==> src/rtl/keypad_scanner.sv <==
// keypad_scanner
// ----------------------------------------------------------------------------
// Scans a 4x4 matrix keypad and turns it into debounced key events for the
// CPU input stage. One column is driven low per slot of SCAN_DIV clocks, and
// the synchronized row lines are sampled on the last clock of each slot. The
// four column samples form one 16-bit frame. A frame must repeat unchanged
// for DEBOUNCE_SCANS frames before it becomes the debounced key map. A small
// event FSM then turns map changes into one-cycle key strobes. It also
// applies a rollover lockout when two or more keys are held at once.
//
// Ports
//   clk        system clock (50 MHz)
//   rst_n      asynchronous active-low reset
//   key_in_y   row sense lines, pulled up, 0 = key closed in the driven column
//   key_out_x  column drive, active-low one-hot, rotates 1110->1101->1011->0111
//   key_code   code of the last accepted key, {col[1:0], row[1:0]}
//   key_valid  one-cycle strobe for a newly accepted key
//   key_down   high while exactly one debounced key is held
//   key_multi  high while two or more debounced keys are held
//   key_map    debounced pressed map, bit index = col*4+row
// ----------------------------------------------------------------------------
module keypad_scanner #(
  parameter int SCAN_DIV       = 50000,
  parameter int DEBOUNCE_SCANS = 4
) (
  input  logic        clk,
  input  logic        rst_n,
  input  logic [3:0]  key_in_y,
  output logic [3:0]  key_out_x,
  output logic [3:0]  key_code,
  output logic        key_valid,
  output logic        key_down,
  output logic        key_multi,
  output logic [15:0] key_map
);

  localparam int                SLOT_W    = (SCAN_DIV > 2) ? $clog2(SCAN_DIV) : 1;
  localparam logic [SLOT_W-1:0] SLOT_LAST = SLOT_W'(SCAN_DIV - 1);
  localparam logic [3:0]        DEB_MAX   = 4'(DEBOUNCE_SCANS);

  localparam logic [1:0] NO_KEY   = 2'd0;
  localparam logic [1:0] KEY_HELD = 2'd1;
  localparam logic [1:0] MULTI    = 2'd2;

  // Number of pressed keys in a map.
  function automatic logic [4:0] count_keys(input logic [15:0] map);
    logic [4:0] n;
    n = 5'd0;
    for (int i = 0; i < 16; i++) begin
      n = n + {4'd0, map[i]};
    end
    return n;
  endfunction

  // Index of the lowest pressed key. The caller only uses it when exactly
  // one key is pressed.
  function automatic logic [3:0] key_index(input logic [15:0] map);
    logic [3:0] idx;
    idx = 4'd0;
    for (int i = 15; i >= 0; i--) begin
      idx = map[i] ? 4'(i) : idx;
    end
    return idx;
  endfunction

  logic [3:0]        y_meta_r;
  logic [3:0]        y_sync_r;
  logic [SLOT_W-1:0] slot_cnt_r;
  logic [1:0]        col_r;
  logic [3:0]        key_out_x_r;
  logic [15:0]       raw_r;
  logic [15:0]       prev_frame_r;
  logic [3:0]        stable_cnt_r;
  logic [15:0]       key_map_r;
  logic              map_upd_r;
  logic [1:0]        state_r;
  logic [3:0]        key_code_r;
  logic              key_valid_r;
  logic              key_down_r;
  logic              key_multi_r;

  logic              slot_end_s;
  logic              frame_end_s;
  logic [15:0]       frame_s;
  logic [3:0]        stable_next_s;
  logic              map_load_s;
  logic [4:0]        pop_s;
  logic [3:0]        idx_s;
  logic [1:0]        state_n_s;
  logic [3:0]        code_n_s;
  logic              valid_n_s;

  assign key_out_x = key_out_x_r;
  assign key_code  = key_code_r;
  assign key_valid = key_valid_r;
  assign key_down  = key_down_r;
  assign key_multi = key_multi_r;
  assign key_map   = key_map_r;

  assign slot_end_s  = (slot_cnt_r == SLOT_LAST);
  assign frame_end_s = slot_end_s && (col_r == 2'd3);

  // Two-flop synchronizer on the row lines. Reset value is "no key" (pulled up).
  always_ff @(posedge clk or negedge rst_n) begin
    if (!rst_n) begin
      y_meta_r <= 4'hF;
      y_sync_r <= 4'hF;
    end else begin
      y_meta_r <= key_in_y;
      y_sync_r <= y_meta_r;
    end
  end

  // Slot timer and column rotation. The column advances on the sample edge.
  always_ff @(posedge clk or negedge rst_n) begin
    if (!rst_n) begin
      slot_cnt_r  <= {SLOT_W{1'b0}};
      col_r       <= 2'd0;
      key_out_x_r <= 4'b1110;
    end else if (slot_end_s) begin
      slot_cnt_r  <= {SLOT_W{1'b0}};
      col_r       <= col_r + 2'd1;
      key_out_x_r <= {key_out_x_r[2:0], key_out_x_r[3]};
    end else begin
      slot_cnt_r  <= slot_cnt_r + {{(SLOT_W-1){1'b0}}, 1'b1};
    end
  end

  // Current frame with this slot's column replaced by the inverted synchronized rows.
  always_comb begin
    frame_s = raw_r;
    case (col_r)
      2'd0:    frame_s[3:0]   = ~y_sync_r;
      2'd1:    frame_s[7:4]   = ~y_sync_r;
      2'd2:    frame_s[11:8]  = ~y_sync_r;
      2'd3:    frame_s[15:12] = ~y_sync_r;
      default: frame_s        = raw_r;
    endcase
  end

  // Debounce count for the frame that ends on this edge. The count saturates at DEBOUNCE_SCANS.
  always_comb begin
    if (frame_s == prev_frame_r) begin
      if (stable_cnt_r >= DEB_MAX) begin
        stable_next_s = DEB_MAX;
      end else begin
        stable_next_s = stable_cnt_r + 4'd1;
      end
    end else begin
      stable_next_s = 4'd1;
    end
  end

  assign map_load_s = frame_end_s && (stable_next_s == DEB_MAX);

  // Raw frame accumulator, one column written per sample edge.
  always_ff @(posedge clk or negedge rst_n) begin
    if (!rst_n) begin
      raw_r <= 16'h0000;
    end else if (slot_end_s) begin
      raw_r <= frame_s;
    end else begin
      raw_r <= raw_r;
    end
  end

  // Frame-end debounce. map_upd_r flags an actual change of the debounced
  // map, so the FSM sees each new map exactly once.
  always_ff @(posedge clk or negedge rst_n) begin
    if (!rst_n) begin
      prev_frame_r <= 16'h0000;
      stable_cnt_r <= 4'd0;
      key_map_r    <= 16'h0000;
      map_upd_r    <= 1'b0;
    end else if (frame_end_s) begin
      prev_frame_r <= frame_s;
      stable_cnt_r <= stable_next_s;
      if (map_load_s && (frame_s != key_map_r)) begin
        key_map_r <= frame_s;
        map_upd_r <= 1'b1;
      end else begin
        map_upd_r <= 1'b0;
      end
    end else begin
      map_upd_r <= 1'b0;
    end
  end

  assign pop_s = count_keys(key_map_r);
  assign idx_s = key_index(key_map_r);

  // Event FSM next state. MULTI is left only through an empty map (rollover lockout).
  always_comb begin
    state_n_s = state_r;
    code_n_s  = key_code_r;
    valid_n_s = 1'b0;
    case (state_r)
      NO_KEY: begin
        if (map_upd_r && (pop_s == 5'd1)) begin
          state_n_s = KEY_HELD;
          code_n_s  = idx_s;
          valid_n_s = 1'b1;
        end else if (map_upd_r && (pop_s >= 5'd2)) begin
          state_n_s = MULTI;
        end else begin
          state_n_s = NO_KEY;
        end
      end
      KEY_HELD: begin
        if (map_upd_r && (pop_s == 5'd0)) begin
          state_n_s = NO_KEY;
        end else if (map_upd_r && (pop_s == 5'd1)) begin
          // The map changed but still holds one key, so it is a different key.
          state_n_s = KEY_HELD;
          code_n_s  = idx_s;
          valid_n_s = 1'b1;
        end else if (map_upd_r) begin
          state_n_s = MULTI;
        end else begin
          state_n_s = KEY_HELD;
        end
      end
      MULTI: begin
        if (map_upd_r && (pop_s == 5'd0)) begin
          state_n_s = NO_KEY;
        end else begin
          state_n_s = MULTI;
        end
      end
      default: begin
        state_n_s = NO_KEY;
      end
    endcase
  end

  // Event FSM state and registered status outputs.
  always_ff @(posedge clk or negedge rst_n) begin
    if (!rst_n) begin
      state_r     <= NO_KEY;
      key_code_r  <= 4'd0;
      key_valid_r <= 1'b0;
      key_down_r  <= 1'b0;
      key_multi_r <= 1'b0;
    end else begin
      state_r     <= state_n_s;
      key_code_r  <= code_n_s;
      key_valid_r <= valid_n_s;
      key_down_r  <= (state_n_s == KEY_HELD);
      key_multi_r <= (state_n_s == MULTI);
    end
  end

endmodule

==> config.mk <==
export PLATFORM = sky130hd
export DESIGN_NAME = keypad_scanner
export DESIGN_NICKNAME = d
export VERILOG_FILES = /design/src/rtl/keypad_scanner.sv
export SDC_FILE = /design/constraint.sdc
export NUM_CORES = 1
export LEC_CHECK = 0
export CAP_MARGIN = 20
export CORE_MARGIN = 4
export CORE_UTILIZATION = 53
export DETAILED_ROUTE_END_ITERATION = 10
export HOLD_SLACK_MARGIN = 0.1
export PLACE_DENSITY_LB_ADDON = 0.2
export SLEW_MARGIN = 15
export SYNTH_ARGS = -nofsm -noshare
export SYNTH_HDL_FRONTEND = slang
export SYNTH_SLANG_ARGS = --single-unit
==> constraint.sdc <==
create_clock -name clk -period 6.25 [get_ports clk]
set_clock_uncertainty 0.05 [all_clocks]
set_input_delay 0.625 -clock clk [delete_from_list [all_inputs] [get_ports clk]]
set_output_delay 0.625 -clock clk [all_outputs]
set_load 0.01 [all_outputs]
==> metrics.yaml, run 1 <==
placement:
  dp_hpwl_um: 6820
  gp_congestion: 0.965
  portBuffers: 32
global_routing:
  antenna_found_initial: 0
  met3_usage_pct: 3.96
  grt_pass1_wl_um: 15500
  grt_max_degree: 81
  met1_usage_pct: 27.2
  top_usage_layer: "met2"
  grt_util_met2_pct: 30.0
  grt_pass1_vias: 3128
  overflow: 0
  grtUsageTotal_pct: 19.2
pwr:
  ir_worst_vdd_mv: 0.162
  p_int_w: 0.000816
  seqPwrFrac_pct: 57.4
  powerDensity_nw_per_um2: 196
  leakage_nw: 2.43
  clockPowerShare_pct: 39.9
  switching_share_pct: 22.2
  p_sw_w: 0.000233
  p_comb_share_pct: 2.7
yosys:
  synth_edf_count: 0
  synth.area.top_cells: "dfrtp_1, xnor2_1, dfstp_2, nand2_1, fa_1"
  synth_area_um2: 4720
  synth_top_family_by_area: "simple AND/OR/NAND/NOR gates"
  synth-simple-area-share_pct: 12.7
  async_flop_share_pct: 100
  yosysSeqAreaShare_pct: 49.1
  synth_common_cells: "dfrtp_1, nand2_1, inv_1, xnor2_1, o21ai_0"
  yosys.area_share.adder_pct: 7.16
  synth_mux_area_share_pct: 10.2
  syn_area_per_cell_um2: 10.9
  yosys_warnings: 0
  syn_inst: 434
  yosysMostFrequentCell: "dfrtp_1"
  synth_compound_area_share_pct: 6.57
  ys.flop_type: "dfrtp_1"
  syn-num-nets: 461
  yosysTopAreaCell: "dfrtp_1"
  ys_ff_latch: 92
  yosysUniqueCellTypes: 43
  synth_xor_area_share_pct: 8.53
  synth_top_area_share_pct: 42.9
die:
  die_h_um: 102
  row_count: 34
  io_pins: 33
  core_um2: 8680
  dieWidth_um: 102
  start_util_pct: 54.4
  dieArea_um2: 10500
clock_network:
  clock-sinks: 92
  cts_tree: "done"
  cts_resized: 0
  cts_buffer_depth: 2
  clk_pin_slew_ns: 0.09
  worstSkewPairLatency_ns: 0.35
  htreeDepth: 3
  numCtsBuffers: 9
  cts_root_buffer: "clkbuf_8"
hold_path:
  hold_path.class: "register to register"
sta:
  max_slew_margin_pct: 34.3
  setup_violations: 0
  finalWorstPathRequiredPeriod_ns: 4.98
  hold_ws_ns: 0.309
  period_share_pct: 79.7
  worstMarginPinSlew_ns: 0.986
  fin_tns_setup_ns: 0
  drv_slew: 0
  hold_viol: 0
  rsz0062_at_grt: "no"
  max_freq_mhz: 201
detailed_routing:
  firstDrtPassIters: 4
  drtAntennaViolNets: 0
  drc: 0
  wl_um: 9280
  drt_iter0_drc: 99
  via_per_inst: 5.40
  avgRoutedWirePerCell_um: 16.0
  vias: 3135
layout:
  antennaDiodeCount: 0
  fillers: 738
  utilization_pct: 61.6
  drive_gt1_share_pct: 13.1
  nets: 495
  syn_to_final_growth_pct: 13.2
job:
  cap_violations: 0
setup_path:
  crit_path_end_kind: "register"
  path_class: "register to register"
  worstPathRequired_ns: 6.45
  cp-start-kind: "register"
  worstPathMaxFanout: 7
  cp_data_arrival_time_ns: 5.18
outcome:
  status: "finished clean"
-- worst max-delay path, stage by stage, from the launching register on --
cell and delay (ns):
dfrtp_1 0.41, inv_1 0.12, fa_1 0.54, inv_1 0.05, fa_1 0.46, fa_1 0.51
inv_1 0.05, fa_1 0.44, inv_1 0.07, ha_1 0.15, inv_1 0.06, fa_1 0.37
nor2_1 0.12, a31oi_1 0.09, nor4b_1 0.35, nand3_1 0.19, nor2_1 0.44, mux2_2 0.39
-- path summary, 6_finish.rpt --
kind	cells after the start	start	slack (ns)	to
min in group asynchronous	2	rst_n	0.59	key_map[1]
setup / recovery	17	key_map[5]	1.27	key_code[1]
max in group asynchronous	3	rst_n	4.34	key_map[3]
hold reg to reg	0	y_meta_r[1]	0.31	y_sync_r[1]
setup reg to reg	17	key_map[5]	1.27	key_code[1]
hold / removal	0	y_meta_r[1]	0.31	y_sync_r[1]
-- metrics by stage --
stage          worst slack (ns)  instance area [um2]  power [W]  instances
6_report                   1.27                 5350    0.00105        581
5_1_grt                   0.981                 5350    0.00109        581
4_1_cts                    1.24                 5350    0.00106        581
3_5_place_dp               1.25                 5120   0.000642        564
3_3_place_gp               1.46                 5100   0.000642        563
2_1_floorplan              1.63                 4720   0.000623        434
-- logic make-up after synthesis --
kind of cell,count (synthesis)
XOR/XNOR,46
flip-flops,92
adder cells (fa/ha/maj),21
buffers and inverters,58
AND/OR/NAND/NOR,123
AO/OA/AOI/OAI,58
multiplexers,36
-- power by group through the flow --
stage / sequential, W / clock, W / combinational, W
finish: 0.000602 / 0.000419 / 0.0000279
global route: 0.000603 / 0.000454 / 0.0000313
CTS: 0.000602 / 0.000429 / 0.0000293
detailed placement: 0.000614 / 0 / 0.0000288
global placement: 0.000613 / 0 / 0.0000287
floorplan: 0.000613 / 0 / 0.0000101
-- flip-flops by register name, indices dropped and copies added, names as in the netlist --
| register | flops |
|---|---|
| key_map | 16 |
| prev_frame_r | 16 |
| raw_r | 16 |
| slot_cnt_r | 16 |
| key_code | 4 |
| key_out_x | 4 |
| stable_cnt_r | 4 |
| y_meta_r | 4 |
| y_sync_r | 4 |
| col_r | 2 |
| state_r | 2 |
| key_down | 1 |
| key_multi | 1 |
| key_valid | 1 |
| map_upd_r | 1 |
-- layout by cell type, fill, tap and decap left out, drive strengths merged, types with 2 or more instances in the layout --
master / count
inv: 44
dfrtp: 81
nand4: 6
xnor2: 35
or3: 2
mux2: 8
xor2: 11
o21ai: 42
ha: 11
clkbuf: 11
dfstp: 11
nor3: 3
and3: 3
and2: 2
clkdlybuf4s50: 31
nand3: 12
a21oi: 8
clkinv: 3
a31oi: 2
buf: 5
nor2: 20
fa: 10
nand2: 55
mux2i: 28
nor2b: 2
nor4: 13
-- metal layers --
metal | wire length (um) | up-vias
li1 | - | 1513
met1 | 4490 | 1549
met2 | 4250 | 61
met3 | 382 | 12
met4 | 155 | 0
met5 | 0 | -
-- cell type report --
class | count | area, um2 | area share [%]
tap | 108 | 135 | 2.53
multi-input combinational | 284 | 2140 | 40.0
clock buffer | 11 | 151 | 2.83
sequential | 92 | 2320 | 43.3
inverter | 44 | 165 | 3.09
timing repair buffer | 37 | 378 | 7.07
clock inverter | 5 | 60.1 | 1.12
-- repair_timing --
item                      4_1_cts  5_1_grt
hold buffers                    1        0
setup buffers                   0        0
hold endpoints to repair       12        0
(Power assumes the default switching activity.)
==> run 2: changes to the inputs <==
==> constraint.sdc (replaced) <==
create_clock -name clk -period 5.1 [get_ports clk]
set_clock_uncertainty 0.05 [all_clocks]
set_input_delay 0.51 -clock clk [delete_from_list [all_inputs] [get_ports clk]]
set_output_delay 0.51 -clock clk [all_outputs]
set_load 0.01 [all_outputs]
==> run 2 against run 1 <==
Against the previous run: highest routed layer unchanged; sequential cell count unchanged; largest power group unchanged; hold slack is essentially flat; non-clock buffer count is 2 higher; count of clock-buffer cells in the layout stayed put; critical path type unchanged; core utilization is 0.17 points lower; final area shrank 0.28%; largest cell class unchanged; register-to-register slack worse by 0.89 ns; global-route usage increased by 0.25 points; maximum frequency increased by 5.4%.
==> metrics.yaml, run 2 (synthesized netlist as in run 1, its figures left out) <==
placement:
  portBuffers: 32
  dp_hpwl_um: 6680
  gp_congestion: 0.946
  dp_cells: 566
hold_path:
  hold_path.class: "register to register"
  min-delay-start: "y_meta_r[1]"
detailed_routing:
  drtAntennaViolNets: 0
  wl_um: 9010
  vias: 3083
  drc: 0
  via_per_inst: 5.29
  drt_iter0_drc: 120
  avgRoutedWirePerCell_um: 15.5
  firstDrtPassIters: 4
die:
  row_count: 34
  io_pins: 33
  dieArea_um2: 10500
  die_h_um: 102
  dieWidth_um: 102
  core_um2: 8680
  start_util_pct: 54.4
layout:
  utilization_pct: 61.4
  seqCellArea_um2: 2320
  fillers: 731
  nets: 497
  syn_to_final_growth_pct: 12.9
  final_cell_mix: "dfrtp_1, nand2_1, inv_1"
  layout.cells.non_filler: 583
  layout_commonest_cell: "dfrtp_1"
  drive_gt1_share_pct: 13.3
  antennaDiodeCount: 0
  multi_input_area_um2: 2140
pwr:
  p_int_w: 0.000987
  leakage_nw: 2.43
  p_sw_w: 0.000287
  powerDensity_nw_per_um2: 239
  clockPowerShare_pct: 39.4
  p_comb_share_pct: 2.7
  ir_worst_vdd_mv: 0.154
  seqPwrFrac_pct: 57.9
  switching_share_pct: 22.5
sta:
  max_freq_mhz: 212
  finalWorstPathRequiredPeriod_ns: 4.72
  hold_ws_ns: 0.309
  max_slew_margin_pct: 36.7
  drv_slew: 0
  hold_viol: 0
  worstMarginPinSlew_ns: 0.949
  period_share_pct: 92.6
  fin_tns_setup_ns: 0
  setup_violations: 0
  rsz0062_at_grt: "no"
clock_network:
  clock-sinks: 92
  post-cts-setup-buffer-count: 0
  cts_resized: 0
  cts_buffer_depth: 2
  cts_root_buffer: "clkbuf_8"
  clk_pin_slew_ns: 0.09
  numCtsBuffers: 9
  htreeDepth: 3
  ctsHoldBuffers: 1
  worstSkewPairLatency_ns: 0.36
  cts_tree: "done"
global_routing:
  grt_pass1_wl_um: 15600
  overflow: 0
  grtUsageTotal_pct: 19.5
  grt_max_degree: 78
  antenna_found_initial: 0
  grt_pass1_vias: 3155
outcome:
  status: "finished clean"
setup_path:
  cp_data_arrival_time_ns: 4.92
  reg2reg_from: "key_map[7]"
  cp-start-kind: "register"
  path_class: "register to register"
  crit_path_end_kind: "register"
  worstPathRequired_ns: 5.29
  worstPathMaxFanout: 7
  startpoint: "key_map[7]"
job:
  cap_violations: 0
[run 2: critical path, stage by stage (launching register included)]
cell	delay [ns]
dfrtp_1	0.44
inv_1	0.12
fa_1	0.51
inv_1	0.05
fa_1	0.46
fa_1	0.51
inv_1	0.05
fa_1	0.43
inv_1	0.06
ha_1	0.15
inv_1	0.06
fa_1	0.37
nor2_1	0.11
a31oi_1	0.09
nor4b_1	0.35
nand3_1	0.18
nor2_1	0.12
buf_4	0.17
mux2_2	0.33
[run 2: worst paths after layout]
| check | endpoint | depth (start not counted) | slack (ns) |
|---|---|---|---|
| max in group asynchronous | key_map[7] | 3 | 3.31 |
| min reg2reg | y_sync_r[1] | 0 | 0.31 |
| min | y_sync_r[1] | 0 | 0.31 |
| min in group asynchronous | key_code[3] | 2 | 0.49 |
| max | key_code[1] | 18 | 0.38 |
| max reg2reg | key_code[1] | 18 | 0.38 |
[run 2: per-stage QoR]
step	setup WS [ns]	total power, W	cell area (um2)
after floorplan	0.480	0.000763	4720
after global placement	0.525	0.000787	5120
after detailed placement	0.383	0.000787	5120
after CTS	0.375	0.00130	5330
after global routing	0.179	0.00133	5330
final	0.376	0.00127	5330
[run 2: final cells by class]
| type | count | area share [%] |
|---|---|---|
| inverter | 44 | 3.10 |
| tap | 108 | 2.54 |
| sequential | 92 | 43.5 |
| clock buffer | 11 | 2.65 |
| timing repair buffer | 39 | 7.00 |
| multi-input combinational | 284 | 40.1 |
| clock inverter | 5 | 1.13 |
[run 2: per-layer routing]
metal / vias to the layer above / global-route usage (%) / wire length [um]
li1: 1516 / - / -
met1: 1500 / 27.2 / 4300
met2: 56 / 31.0 / 4220
met3: 11 / 3.62 / 353
met4: 0 / 6.16 / 139
met5: - / 0 / 0
[run 2: power groups by stage]
stage          combinational, W  clock [W]  sequential (W)
2_1_floorplan         0.0000124          0        0.000751
3_3_place_gp          0.0000350          0        0.000752
3_5_place_dp          0.0000350          0        0.000752
4_1_cts               0.0000360   0.000521        0.000738
5_1_grt               0.0000389   0.000551        0.000738
6_report              0.0000340   0.000503        0.000738
==> run 3: changes to the inputs <==
--- a/config.mk
+++ b/config.mk
@@ -7,7 +7,7 @@
 export LEC_CHECK = 0
 export CAP_MARGIN = 20
 export CORE_MARGIN = 4
-export CORE_UTILIZATION = 53
+export CORE_UTILIZATION = 59
 export DETAILED_ROUTE_END_ITERATION = 10
 export HOLD_SLACK_MARGIN = 0.1
 export PLACE_DENSITY_LB_ADDON = 0.2
==> run 3 against run 2 <==
Against the previous run: global-route usage rose by 1.4 points; sequential share of layout area grew 0.25 points; via count rose by 1.8%; core utilization rose by 6.8 points; hold slack worse by 0.18 ns; largest cell class unchanged; combinational power about the same; count of clock-buffer cells in the layout up 2; cell count fell by 1.4%; clock power is 3% lower; worst setup slack better by 0.046 ns; sequential power hardly changed; highest routed layer unchanged.
==> metrics.yaml, run 3 (synthesized netlist as in run 1, its figures left out) <==
detailed_routing:
  drt_iter0_drc: 140
  vias: 3138
  drc: 0
  wl_um: 9170
  avgRoutedWirePerCell_um: 15.9
  drtAntennaViolNets: 0
  via_per_inst: 5.46
  firstDrtPassIters: 4
clock_network:
  cts_tree: "done"
  clk_pin_slew_ns: 0.09
  cts_root_buffer: "clkbuf_8"
  clock-sinks: 92
  post-cts-setup-buffer-count: 0
  cts_buffer_depth: 2
  cts_resized: 0
  numCtsBuffers: 9
  htreeDepth: 3
  worstSkewPairLatency_ns: 0.35
  ctsHoldBuffers: 0
global_routing:
  grtUsageTotal_pct: 20.9
  antenna_found_initial: 0
  overflow: 0
  grt_pass1_wl_um: 15900
  grt_max_degree: 51
  grt_pass1_vias: 3270
setup_path:
  worstPathRequired_ns: 5.29
  crit_path_end_kind: "register"
  cp-start-kind: "register"
  cp_data_arrival_time_ns: 4.87
  worstPathMaxFanout: 7
  path_class: "register to register"
pwr:
  leakage_nw: 2.42
  ir_worst_vdd_mv: 0.225
  powerDensity_nw_per_um2: 238
  p_comb_share_pct: 2.7
  clockPowerShare_pct: 38.7
  switching_share_pct: 21.6
  p_int_w: 0.000987
  p_sw_w: 0.000272
  seqPwrFrac_pct: 58.6
sta:
  layout_setup_ws_ns: 0.422
  setup_violations: 0
  rsz0062_at_grt: "no"
  max_freq_mhz: 214
  period_share_pct: 91.7
  finalWorstPathRequiredPeriod_ns: 4.68
  max_slew_margin_pct: 57.4
  worstMarginPinSlew_ns: 0.638
  fin_tns_setup_ns: 0
  drv_slew: 0
  hold_viol: 0
layout:
  drive_gt1_share_pct: 12.7
  final_cell_mix: "dfrtp_1, nand2_1, inv_1"
  fillers: 585
  layout_commonest_cell: "dfrtp_1"
  antennaDiodeCount: 0
  nets: 495
  syn_to_final_growth_pct: 12.3
placement:
  portBuffers: 32
  dp_slack_ns: 0.403
  gp_congestion: 0.842
  dp_hpwl_um: 6860
die:
  dieWidth_um: 97.5
  dieArea_um2: 9500
  row_count: 32
  die_h_um: 97.5
  io_pins: 33
  start_util_pct: 60.8
  core_um2: 7770
job:
  cap_violations: 0
outcome:
  status: "finished clean"
hold_path:
  hold_path.class: "input pin to async pin"
==> run 3: final cells by class <==
type                       count  area, um2  area share (%)
sequential                    92       2320            43.7
clock inverter                 3       47.5           0.897
timing repair buffer          37        355            6.70
multi-input combinational    284       2140            40.4
tap                          102        128            2.41
inverter                      44        165            3.12
clock buffer                  13        149            2.81
==> run 3: worst paths after layout <==
path	cells after the start	start	end	slack (ns)
min in group clk	0	y_meta_r[3]	y_sync_r[3]	0.31
worst min-delay path	1	rst_n	key_multi	0.12
max in group asynchronous	2	rst_n	y_sync_r[0]	3.86
worst max register to register	18	key_map[5]	key_code[1]	0.42
worst max-delay path	18	key_map[5]	key_code[1]	0.42
worst min register to register	0	y_meta_r[3]	y_sync_r[3]	0.31
==> run 3: critical path, cell delays in order, from the launching register on <==
cell     delay [ns]
dfrtp_1        0.41
inv_1          0.13
fa_1           0.54
inv_1          0.05
fa_1           0.46
fa_1           0.51
inv_1          0.04
fa_1           0.42
inv_1          0.07
ha_1           0.15
inv_1          0.05
fa_1           0.37
nor2_1         0.12
a31oi_1        0.09
nor4b_1        0.33
nand3_1        0.17
nor2_1         0.11
buf_4          0.16
mux2_2         0.34
==> run 3: per-stage QoR <==
stage	area [um2]	util [%]	hold WS, ns	total power (W)	std cells
final	5300	68.2	0.125	0.00126	575
after floorplan	4720	-	0.164	0.000763	434
after CTS	5300	68.2	0.137	0.00128	575
after detailed placement	5100	65.7	0.297	0.000787	559
after global routing	5300	68.2	0.162	0.00131	575
after global placement	5100	65.7	0.296	0.000786	559
==> run 3: metal layers <==
layer	wire [um]	vias to the layer above	global-route usage (%)
met4	164	0	9.27
li1	-	1511	-
met5	0	-	0
met3	400	17	2.94
met1	4250	1535	29.3
met2	4350	75	32.6
==> run 3: power groups by stage <==
stage               combinational [W]  clock, W  sequential (W)
floorplan                   0.0000124         0        0.000751
global placement            0.0000349         0        0.000752
detailed placement          0.0000354         0        0.000752
CTS                         0.0000355  0.000504        0.000737
global route                0.0000384  0.000536        0.000738
finish                      0.0000341  0.000488        0.000737
